==> config.mk <==
export PLATFORM = sky130hd
export DESIGN_NAME = lca_mp_add_seq
export DESIGN_NICKNAME = d
export VERILOG_FILES = /design/src/rtl/lca_mp_add_seq.sv
export SDC_FILE = /design/constraint.sdc
export NUM_CORES = 1
export LEC_CHECK = 0
export CELL_PAD_IN_SITES_DETAIL_PLACEMENT = 1
export CELL_PAD_IN_SITES_GLOBAL_PLACEMENT = 1
export CORE_ASPECT_RATIO = 0.8
export CORE_MARGIN = 4
export CORE_UTILIZATION = 34
export CTS_CLUSTER_DIAMETER = 150
export DETAILED_ROUTE_END_ITERATION = 8
export PLACE_DENSITY = 0.84
export SLEW_MARGIN = 20
export SYNTH_ARGS = -nofsm -noshare
export SYNTH_HDL_FRONTEND = slang
export SYNTH_SLANG_ARGS = --single-unit
==> constraint.sdc <==
create_clock -name clk -period 2.9 [get_ports clk]
set_input_delay 0.58 -clock clk [delete_from_list [all_inputs] [get_ports clk]]
set_output_delay 0.58 -clock clk [all_outputs]
set_load 0.1 [all_outputs]
==> src/rtl/lca_mp_add_seq.sv <==
// Multi-precision add/subtract sequencer: streams NBYTES-wide operands through
// one shared 8-bit look-ahead-carry slice, LSB byte first, with a chained carry.

module lca_dataflow (
  output logic [7:0] sum,
  output logic       cout,
  input  logic [7:0] a,
  input  logic [7:0] b,
  input  logic       cin
);
  logic [7:0] g, p;
  logic [8:0] c;

  // Each carry is a flat sum of generate terms, not a ripple of the previous carry.
  always_comb begin
    g = a & b;
    p = a ^ b;
    c = '0;
    c[0] = cin;
    for (int i = 0; i < 8; i++) begin
      logic cc;
      logic prop;
      cc   = 1'b0;
      prop = 1'b1;
      for (int j = i; j >= 0; j--) begin
        cc   = cc | (prop & g[j]);
        prop = prop & p[j];
      end
      c[i+1] = cc | (prop & cin);
    end
  end

  assign sum  = p ^ c[7:0];
  assign cout = c[8];
endmodule

// state | meaning
// IDLE  | waiting for operands, in_ready=1
// RUN   | one byte through the slice per cycle, LSB first
// DONE  | result and flags held, out_valid=1 until out_ready
module lca_mp_add_seq #(
  parameter int NBYTES = 4
) (
  input  logic                  clk,
  input  logic                  rst,
  input  logic                  in_valid,
  output logic                  in_ready,
  input  logic [8*NBYTES-1:0]   op_a,
  input  logic [8*NBYTES-1:0]   op_b,
  input  logic                  sub,
  output logic                  out_valid,
  input  logic                  out_ready,
  output logic [8*NBYTES-1:0]   result,
  output logic                  carry_out,
  output logic                  overflow
);
  localparam int W  = 8 * NBYTES;
  localparam int IW = $clog2(NBYTES) + 1;
  localparam logic [IW-1:0] LAST = IW'(NBYTES - 1);

  typedef enum logic [1:0] {IDLE, RUN, DONE} state_t;

  state_t        state;
  logic [W-1:0]  a_reg, b_reg;
  logic          carry;
  logic [IW-1:0] idx;
  logic [7:0]    s_a, s_b, s_sum;
  logic          s_cout;

  assign s_a = a_reg[{idx, 3'b000} +: 8];
  assign s_b = b_reg[{idx, 3'b000} +: 8];

  lca_dataflow u_slice (
    .sum  (s_sum),
    .cout (s_cout),
    .a    (s_a),
    .b    (s_b),
    .cin  (carry)
  );

  assign in_ready  = (state == IDLE);
  assign out_valid = (state == DONE);

  always_ff @(posedge clk) begin
    if (rst) begin
      state     <= IDLE;
      idx       <= '0;
      carry     <= 1'b0;
      a_reg     <= '0;
      b_reg     <= '0;
      result    <= '0;
      carry_out <= 1'b0;
      overflow  <= 1'b0;
    end else begin
      case (state)
        IDLE: begin
          if (in_valid) begin
            a_reg  <= op_a;
            // Subtract is A + ~B + 1; the +1 enters through the initial carry.
            b_reg  <= sub ? ~op_b : op_b;
            carry  <= sub;
            idx    <= '0;
            result <= '0;
            state  <= RUN;
          end
        end
        RUN: begin
          result[{idx, 3'b000} +: 8] <= s_sum;
          carry <= s_cout;
          idx   <= idx + 1'b1;
          if (idx == LAST) begin
            carry_out <= s_cout;
            overflow  <= (a_reg[W-1] == b_reg[W-1]) && (s_sum[7] != a_reg[W-1]);
            state     <= DONE;
          end
        end
        DONE: begin
          if (out_ready) state <= IDLE;
        end
        default: state <= IDLE;
      endcase
    end
  end
endmodule

---- Word level (Yosys, flattened, before mapping) ----
Cells that the tools add are included.
storage, ports and cells
  RAM bits ................................ 0
  bits in read-only memories .............. 0
  bits in latches ......................... 0
  output and inout bits ................... 36
  memories ................................ 0
  word-level logic and storage cells ...... 145
  bits of input ports ..................... 69
  register bits after elaboration ......... 104
operators by class
  $add $sub $neg .......................... 2
  reductions and logical operators ........ 7
  multiply operators ...................... 0
  equality and inequality tests ........... 8
  multiplexer cells ....................... 12
  divide/modulo/power cells ............... 0
  shifts and indexed selects .............. 4
  bitwise operators ....................... 104
  order comparisons ....................... 0
operator list
  cell                                                                    number
  1-bit bitwise AND                                                       64
  32-bit 2-to-1 mux                                                       2
  32-bit case mux with 2 select lines                                     1
  32-bit by 7-bit variable part select with 8-bit output                  2
  1-bit bitwise OR                                                        36
  32-bit bitwise mux                                                      1
  32-bit NOT                                                              1
  8-bit by 8-bit variable shift with 32-bit output, first input constant  1
  8-bit by 8-bit variable part select with 32-bit output                  1
  8-bit bitwise XOR                                                       2
  8-bit bitwise AND                                                       1
  6-bit negator with 8-bit output                                         1
  2-bit 2-to-1 mux                                                        3
  2-bit case mux with 3 select lines                                      1
  3-bit case mux with 2 select lines                                      1
  2-bit AND reduction                                                     3
  2-bit inequality test, second input constant                            2
  3-bit by 1-bit adder with 3-bit output, second input constant           1
  3-bit by 2-bit equality test with 1-bit output, second input constant   1
  3-bit 2-to-1 mux                                                        1
  3-bit AND reduction                                                     1
  2-bit by 1-bit equality test with 1-bit output, second input constant   1
  2-bit equality test, second input constant                              1
  2-bit zero test                                                         1
  7 further kinds                                                         7

---- Depth between registers and ports, before layout ----
Gate-level depths: netlist of the first run.
  word-level depth ........................ 14
  depth in mapped cells ................... 12
  depth with buffers taken out ............ 10

---- Cells and area by module ----
Synthesis of the first run repeated with hierarchy kept, for this count alone.
second synthesis, totals
  cells, all modules ...................... 511
  area, all modules ....................... 5043.6 µm²
by module, submodules not included
  module          area each (µm²)  times used  cells each  seq. area each (µm²)
  lca_mp_add_seq  4710.8           1           470         2082.0
  lca_dataflow    332.8            1           41          0.0

---- Worst setup path before layout of the first run ----
No wires, ideal clock.
  path kind ............................... reg2reg
  start ................................... register idx[0]
  end ..................................... register overflow
  clock period less this slack ............ 3.189 ns
  required time ........................... 2.780 ns
  data arrival time ....................... 3.069 ns
  library setup time ...................... 0.120 ns
  path slack .............................. -0.289 ns
  cell stages (with the launch flop) ...... 13
  path buffers ............................ 2
  cells stage by stage .................... dfxtp_1 > buf_6 > buf_2 > mux4_2 > and2_1 > ha_1 > a21oi_1 > and2_1 > nand2_1 > a211o_1 > a31oi_4 > nor2_1 > o31a_1
on the way
  longest elaborated chain between the ends .. 13
  elaborated cells between the ends (all ways) .. 29
  those cells by class .................... 2 x eq/ne; 2 x shift; 23 x bitwise; 2 x reduce/logical
ends and longest elaborated chain
  what                                                                       line    RTL
  start: declaration                                                         66      logic [IW-1:0] idx;
  start signal: assignment                                                   110     idx <= idx + 1'b1;
  32-bit by 7-bit variable part select with 8-bit output (on tied branches)  70, 71
  8-bit bitwise XOR or 8-bit bitwise AND (tied branches)                     17, 16
  1-bit bitwise AND (on tied branches)                                       26, 27
  1-bit bitwise OR (tied with other cells) (5 in a row)                      26      cc = cc | (prop & g[j]);
  1-bit bitwise OR or 1-bit bitwise AND (tied branches)                      26, 29
  1-bit bitwise OR                                                           29      c[i+1] = cc | (prop & cin);
  8-bit bitwise XOR                                                          33      assign sum = p ^ c[7:0];
  1-bit inequality test                                                      113     overflow <= (a_reg[W-1] == b_reg[W-1]) && (s_sum[7] != a_reg[W-1]);
  1-bit logical AND                                                          113
  end signal: assignment                                                     113
  end: declaration                                                           55      output logic overflow
Parallel ways exist; a longest one is shown, timed or not.
A chain may end at the register's enable or synchronous reset.

---- Final worst setup path of the first run ----
Ends and elaborated chain as after synthesis.

==> results.py, run 1 <==
metrics = {
    "sta": {
        "rsz0062_at_grt": "yes",
        "totalNegativeSetupSlack_ps": -225.5,
        "period_minus_slack_ps": 2967,
        "setup_ws_ps": -66.54,
        "fin_crit_sh_pct": 102.3,
        "slew_headroom_pct": 39.32,
        "worst_slew_pin_slew_ps": 910.3,
        "setup_viol": 6,
        "holdWs_ps": 458.8,
        "fmax_mhz": 337.1,
        "drv_slew": 0,
        "clock_skew_ps": 5.275,
        "final-hold-violation-count": 0,
    },
    "critical_path": {
        "crit_fanout": 5,
        "reg2reg_slack_ps": -70,
        "reg2reg_to": "overflow",
        "startpoint_type": "register",
        "crit_type": "reg2reg",
        "r2r_start": "idx[0]",
        "cp-end-kind": "register",
        "cp.required_ps": 3130,
        "reg2reg_depth": 11,
        "crit_arrival_ps": 3200,
    },
    "drt": {
        "wl_per_cell_um": 20.22,
        "drc_errors": 0,
        "drt_iter0_markers": 301,
        "wirelength_um": 16900,
        "final_antenna_net_count": 0,
        "first_pass_iters": 4,
        "vias_per_cell": 5.431,
        "vias": 4540,
    },
    "pwr": {
        "irDropWorstVdd_uv": 309.1,
        "power_density_mw_per_mm2": 557.1,
        "p_leak_nw": 2.501,
        "p_int_w": 0.002635,
        "seqPwrFrac_pct": 41.8,
        "p_sw_w": 0.001107,
        "pwr-share-comb_pct": 23.9,
        "swShare_pct": 29.59,
        "clock_power_share_pct": 34.3,
    },
    "clocking": {
        "cts_tree": "done",
        "clock_path_buffers": 2,
        "cts_sinks": 104,
        "root_buffer": "clkbuf_16",
        "cts.clk_slew.worst_paths_ps": 70,
        "htree_levels": 3,
        "clock_latency_ps": 350,
        "cts_buffers": 9,
        "holdBufCountCts": 0,
    },
    "run_status": {
        "violations": "negative setup slack",
        "outcome": "finished, violations left",
    },
    "yosys": {
        "synth.yosys.warnings": 0,
        "synth_cell_type_count": 44,
        "ys_async_sr_fraction_pct": 0,
        "ys_seq_elements": 104,
        "syn_area_per_cell_sq_um": 8.921,
        "synth.largest_area_cell": "dfxtp_1",
        "synth_seq_area_share_pct": 42.59,
        "synth_edf_count": 0,
        "syn_area_sq_mm": 0.004888,
        "syn_nets": 631,
        "postSynthCellCount": 548,
        "synthTopCellsByArea": "dfxtp_1 43%, xnor2_1 6.4%, nand2_1 6.4%",
        "synthFlopType": "dfxtp_1",
        "netlist.area_leader.share_pct": 42.59,
    },
    "floorplanning": {
        "start_util_pct": 35.33,
        "core-area_sq_mm": 0.01384,
        "num_io_pins": 105,
        "fp.dieH_um": 115.3,
        "rows": 38,
        "die_area_sq_mm": 0.01637,
        "dieWidth_um": 142.1,
    },
    "final_layout": {
        "diodes": 0,
        "drive_above_1_share_pct": 20.58,
        "syn_to_final_growth_pct": 37.42,
        "nets": 734,
        "final_common_cell": "dfxtp_1",
        "finalNonFillerCells": 836,
        "layout_common_cells": "103 x dfxtp_1, 82 x nand2_1, 66 x nor2_1, 66 x clkdlybuf4s50_1, 58 x buf_4",
    },
    "global_route": {
        "antenna_found_initial": 0,
        "grt_max_degree": 97,
        "grt_pass1_vias": 4790,
        "grt_pass1_wl_um": 26540,
        "grtUsageTotal_pct": 20.74,
        "globalRoute.totalOverflow": 0,
    },
    "place": {
        "port_buffers": 104,
        "routabilityCongestion": 0.8505,
        "dp_cells": 816,
        "dpl.hpwl_um": 11250,
    },
    "worst_hold_path": {
        "hold_path_depth": 2,
        "hold_start": "a_reg[4]",
        "hold_class": "reg2reg",
        "holdPathEnd": "a_reg[4]",
    },
    "flow_run": {
        "drv_cap": 0,
    },
}
[how the worst max path moves through the flow]
stage,slack [ps],endpoint,from,cells after the start
global route,-160,result[14],idx[0],12
floorplan,-30,overflow,idx[0],12
global placement,-20,overflow,idx[0],11
detailed placement,-180,result[14],idx[0],13
CTS,3,overflow,idx[0],11
finish,-70,overflow,idx[0],11
[cell type report]
class | instances | area [sq um]
Inverter | 4 | 15.01
Timing Repair Buffer | 132 | 1237
Multi-Input combinational cell | 400 | 2839
Clock inverter | 5 | 62.56
Tap cell | 180 | 225.2
Sequential cell | 104 | 2086
Clock buffer | 11 | 252.7
Fill cell | 1571 | 7118
[power groups by stage]
stage	Combinational, W	Clock [W]	Sequential [W]
6_report	0.000896	0.00128	0.00156
3_3_place_gp	0.000748	0	0.00158
2_1_floorplan	0.000434	0	0.00161
4_1_cts	0.000857	0.00130	0.00156
3_5_place_dp	0.000783	0	0.00159
5_1_grt	0.000956	0.00136	0.00157
[stage by stage]
stage	setup slack (ps)	total power (W)	cell area [sq um]	utilization, %
floorplan	-33.16	0.002042	4920	-
global placement	-15.68	0.002331	6125	44.27
detailed placement	-175.2	0.002372	6125	44.27
CTS	3.476	0.003719	6665	48.17
global route	-164.2	0.003887	6718	48.55
finish	-66.54	0.003742	6718	48.55
[cell usage after synthesis, types with 2 or more instances]
master	n
nor2_1	70
a211oi_1	32
nand3_1	15
dfxtp_1	104
buf_1	5
nor3_1	4
a22oi_1	21
xor2_1	2
nand2_1	83
xnor2_1	36
and3_1	2
inv_1	4
buf_6	2
nand2b_1	5
buf_2	2
o21a_1	2
clkbuf_1	31
a32o_1	4
ha_1	13
mux4_2	12
a31oi_1	5
mux4_1	4
a21o_1	2
o22ai_1	2
a21oi_1	47
o21ai_0	2
and2_1	17
nor2b_1	4
[routing by layer]
layer	track usage, %	share of wire (%)	vias up	routed length (um)
li1	-	-	2113	-
met1	26.80	43	2196	7331
met2	33.64	47	175	7876
met3	4.615	5.9	56	1004
met4	8.760	4.1	0	691
met5	0	0	-	0
[cells by family after synthesis]
kind of cell / count (synthesis) / share of synthesized area (%)
multiplexers: 16 / 7.679
adder cells (fa/ha/maj): 14 / 3.737
AND/OR/NAND/NOR: 207 / 18.40
buffers and inverters: 44 / 3.737
AO/OA/AOI/OAI: 125 / 17.05
flip-flops: 104 / 42.59
XOR/XNOR: 38 / 6.808
[critical path: stages, from the launching register on]
cell	delay, ps
dfxtp_4	420
buf_12	150
mux4_2	500
and2_4	190
ha_4	270
a21oi_4	150
nand2_1	150
nor3_2	290
a21o_1	210
a31oi_4	60
nor3b_2	180
o31a_1	260
[repair_timing]
| action | 4_1_cts | 5_1_grt |
|---|---|---|
| gates resized for setup | 34 | 10 |
| setup endpoints to repair | 25 | 21 |
| setup buffers | 1 | 1 |
| gates cloned | 2 | 0 |
| endpoints found under the hold margin | 0 | 0 |
| pin swaps | 8 | 5 |
No activity file was read; power rests on OpenSTA's default activity.
==> inputs of run 2 (changes only) <==
--- a/config.mk
+++ b/config.mk
@@ -12,7 +12,8 @@
 export CORE_UTILIZATION = 34
 export CTS_CLUSTER_DIAMETER = 150
 export DETAILED_ROUTE_END_ITERATION = 8
-export PLACE_DENSITY = 0.84
+export PLACE_DENSITY_LB_ADDON = 0.3
+export SETUP_SLACK_MARGIN = 0.5
 export SLEW_MARGIN = 20
 export SYNTH_ARGS = -nofsm -noshare
 export SYNTH_HDL_FRONTEND = slang
==> run 2 against run 1 <==
Highest routed layer unchanged. Hold slack worse by 1.3 ps. Clock power fell by 6%. Critical path depth stayed put. Sequential power barely moved. Sequential share of layout area down 1.0 points. Die area unchanged. The flow now finishes without violations.
==> results.py, run 2 (synthesized netlist as in run 1, its figures left out) <==
metrics = {
    "run_status": {
        "outcome": "finished clean",
    },
    "drt": {
        "vias": 4392,
        "dr_wl_met3_um": 747,
        "wirelength_um": 16080,
        "final_antenna_net_count": 0,
        "top_layer": "met4",
        "wl_per_cell_um": 19.01,
        "vias_per_cell": 5.191,
        "met2_wirelength_um": 7775,
        "drc_errors": 0,
        "met1_length_um": 7344,
        "drt_iter0_markers": 281,
        "first_pass_iters": 5,
    },
    "final_layout": {
        "fillers": 1532,
        "nets": 744,
        "diodes": 0,
        "postLayoutCoreUtil_pct": 50.21,
        "drive_above_1_share_pct": 26.13,
        "layout_common_cells": "103 x dfxtp_1, 81 x nand2_1, 66 x clkdlybuf4s50_1",
        "syn_to_final_growth_pct": 42.10,
        "final_common_cell": "dfxtp_1",
    },
    "clocking": {
        "clock_latency_ps": 350,
        "cts_sinks": 104,
        "htree_levels": 3,
        "holdBufCountCts": 0,
        "cts.clk_slew.worst_paths_ps": 70,
        "root_buffer": "clkbuf_16",
        "clock_path_buffers": 2,
        "cts_tree": "done",
        "cts_buffers": 9,
    },
    "flow_run": {
        "drv_cap": 0,
    },
    "critical_path": {
        "path_cells": "buf_16 > mux4_2 > and2_4 > ha_4 > a21oi_4 > and2_4 > nand2_4 > a211o_1 > a31oi_4 > nor2_1 > o31a_1",
        "cp-end-kind": "register",
        "cp.required_ps": 3140,
        "cp_top_family": "compound AO/OA/AOI/OAI gates",
        "crit_fanout": 6,
        "cp_num_buf_inv": 1,
        "r2r_start": "idx[0]",
        "critPathMaxStageDelay_ps": 510,
        "cp_common_cell": "and2_4",
        "crit_type": "reg2reg",
        "crit_slowest_cell": "mux4_2",
        "reg2reg_depth": 11,
        "reg2reg_slack_ps": 20,
        "reg2reg_to": "overflow",
        "startpoint_type": "register",
        "crit_arrival_ps": 3120,
    },
    "global_route": {
        "grt_pass1_vias": 4618,
        "grt_pass1_wl_um": 24600,
        "grtUsageTotal_pct": 19.07,
        "grt_max_degree": 99,
        "globalRoute.totalOverflow": 0,
        "antenna_found_initial": 0,
    },
    "pwr": {
        "finalPower_w": 0.003692,
        "clock_power_share_pct": 32.4,
        "pwr-share-comb_pct": 25.1,
        "irDropWorstVdd_uv": 311.8,
        "swShare_pct": 30.53,
        "p_leak_nw": 2.592,
        "seqPwrFrac_pct": 42.4,
        "p_int_w": 0.002565,
        "p_sw_w": 0.001127,
        "power_density_mw_per_mm2": 531.5,
    },
    "sta": {
        "final-hold-violation-count": 0,
        "totalNegativeSetupSlack_ps": 0,
        "fin_crit_sh_pct": 99.43,
        "fmax_mhz": 346.8,
        "period_minus_slack_ps": 2884,
        "setup_viol": 0,
        "clock_skew_ps": 9.360,
        "rsz0062_at_grt": "yes",
        "worst_slew_pin_slew_ps": 915.4,
        "holdWs_ps": 457.4,
        "drv_slew": 0,
        "slew_headroom_pct": 38.97,
    },
    "worst_hold_path": {
        "hold_path_depth": 2,
        "hold_class": "reg2reg",
        "holdPathEnd": "a_reg[20]",
        "hold_start": "a_reg[20]",
    },
    "place": {
        "routabilityCongestion": 0.8242,
        "port_buffers": 104,
        "dpl.hpwl_um": 11020,
    },
    "floorplanning": {
        "die_area_sq_mm": 0.01637,
        "core-area_sq_mm": 0.01384,
        "dieWidth_um": 142.1,
        "fp.dieH_um": 115.3,
        "rows": 38,
        "num_io_pins": 105,
        "start_util_pct": 35.33,
    },
}
==> run 2: cell types whose count changed in the layout (fill, tap and decap cells not counted), sizes merged <==
| cell | delta |
|---|---|
| bufinv | -1 |
| or4 | +1 |
| bufbuf | -1 |
| clkbuf | -1 |
| clkinvlp | -2 |
| buf | +10 |
| inv | +1 |
| clkinv | +3 |
==> run 2: timing repair <==
action / 4_1_cts / 5_1_grt
endpoints found under the setup margin: 27 / 35
gates resized for setup: 44 / 26
cloned: 1 / 1
pin swaps: 28 / 15
setup buffers: 12 / 4
==> run 2: final cells by class <==
cell class | instances | area, sq um | area share (%)
multi-input combinational | 401 | 3029 | 43.61
sequential | 104 | 2086 | 30.03
timing repair buffer | 141 | 1301 | 18.73
clock buffer | 10 | 239.0 | 3.440
tap | 180 | 225.2 | 3.242
clock inverter | 6 | 51.30 | 0.7385
inverter | 4 | 15.01 | 0.2161
==> run 2: through the flow <==
step,instances,instance area [sq um],setup WS (ps)
final,846,6947,16.46
after detailed placement,812,6172,14.11
after floorplan,548,4995,76.74
after CTS,841,6789,75.19
after global routing,846,6947,-105.0
after global placement,812,6172,108.1
==> run 2: layer usage <==
metal | up-vias | track usage [%]
met2 | 102 | 31.28
li1 | 2138 | -
met5 | - | 0
met4 | 0 | 4.028
met1 | 2133 | 25.98
met3 | 19 | 4.241
==> run 2: power groups by stage <==
stage          combinational (W)  sequential [W]  clock (W)
6_report                0.000929         0.00157    0.00120
5_1_grt                  0.00100         0.00157    0.00127
4_1_cts                 0.000869         0.00157    0.00121
3_5_place_dp            0.000768         0.00160          0
3_3_place_gp            0.000750         0.00159          0
2_1_floorplan           0.000454         0.00161          0
==> run 2: how the worst max path moves through the flow <==
stage                 from       end  slack, ps  cells past startpoint
finish              idx[0]  overflow         20                     11
global route        idx[0]  overflow       -110                     11
CTS                 idx[0]  overflow         80                     11
detailed placement  idx[0]  overflow         10                     11
global placement    idx[0]  overflow        110                     11
floorplan           idx[0]  overflow         80                     11
==> run 2: worst min-delay path: stages (launching register included) <==
cell	delay [ps]
dfxtp_1	310
nand2_1	50
a21oi_1	50
==> inputs of run 3 (changes only) <==
--- a/config.mk
+++ b/config.mk
@@ -5,6 +5,7 @@
 export SDC_FILE = /design/constraint.sdc
 export NUM_CORES = 1
 export LEC_CHECK = 0
+export ABC_AREA = 0
 export CELL_PAD_IN_SITES_DETAIL_PLACEMENT = 1
 export CELL_PAD_IN_SITES_GLOBAL_PLACEMENT = 1
 export CORE_ASPECT_RATIO = 0.8
@@ -14,7 +15,7 @@
 export DETAILED_ROUTE_END_ITERATION = 8
 export PLACE_DENSITY_LB_ADDON = 0.3
 export SETUP_SLACK_MARGIN = 0.5
-export SLEW_MARGIN = 20
+export SLEW_MARGIN = 30
 export SYNTH_ARGS = -nofsm -noshare
 export SYNTH_HDL_FRONTEND = slang
 export SYNTH_SLANG_ARGS = --single-unit
==> results of run 3 <==
Final layout, timing and power as in run 2 (identical DEF).
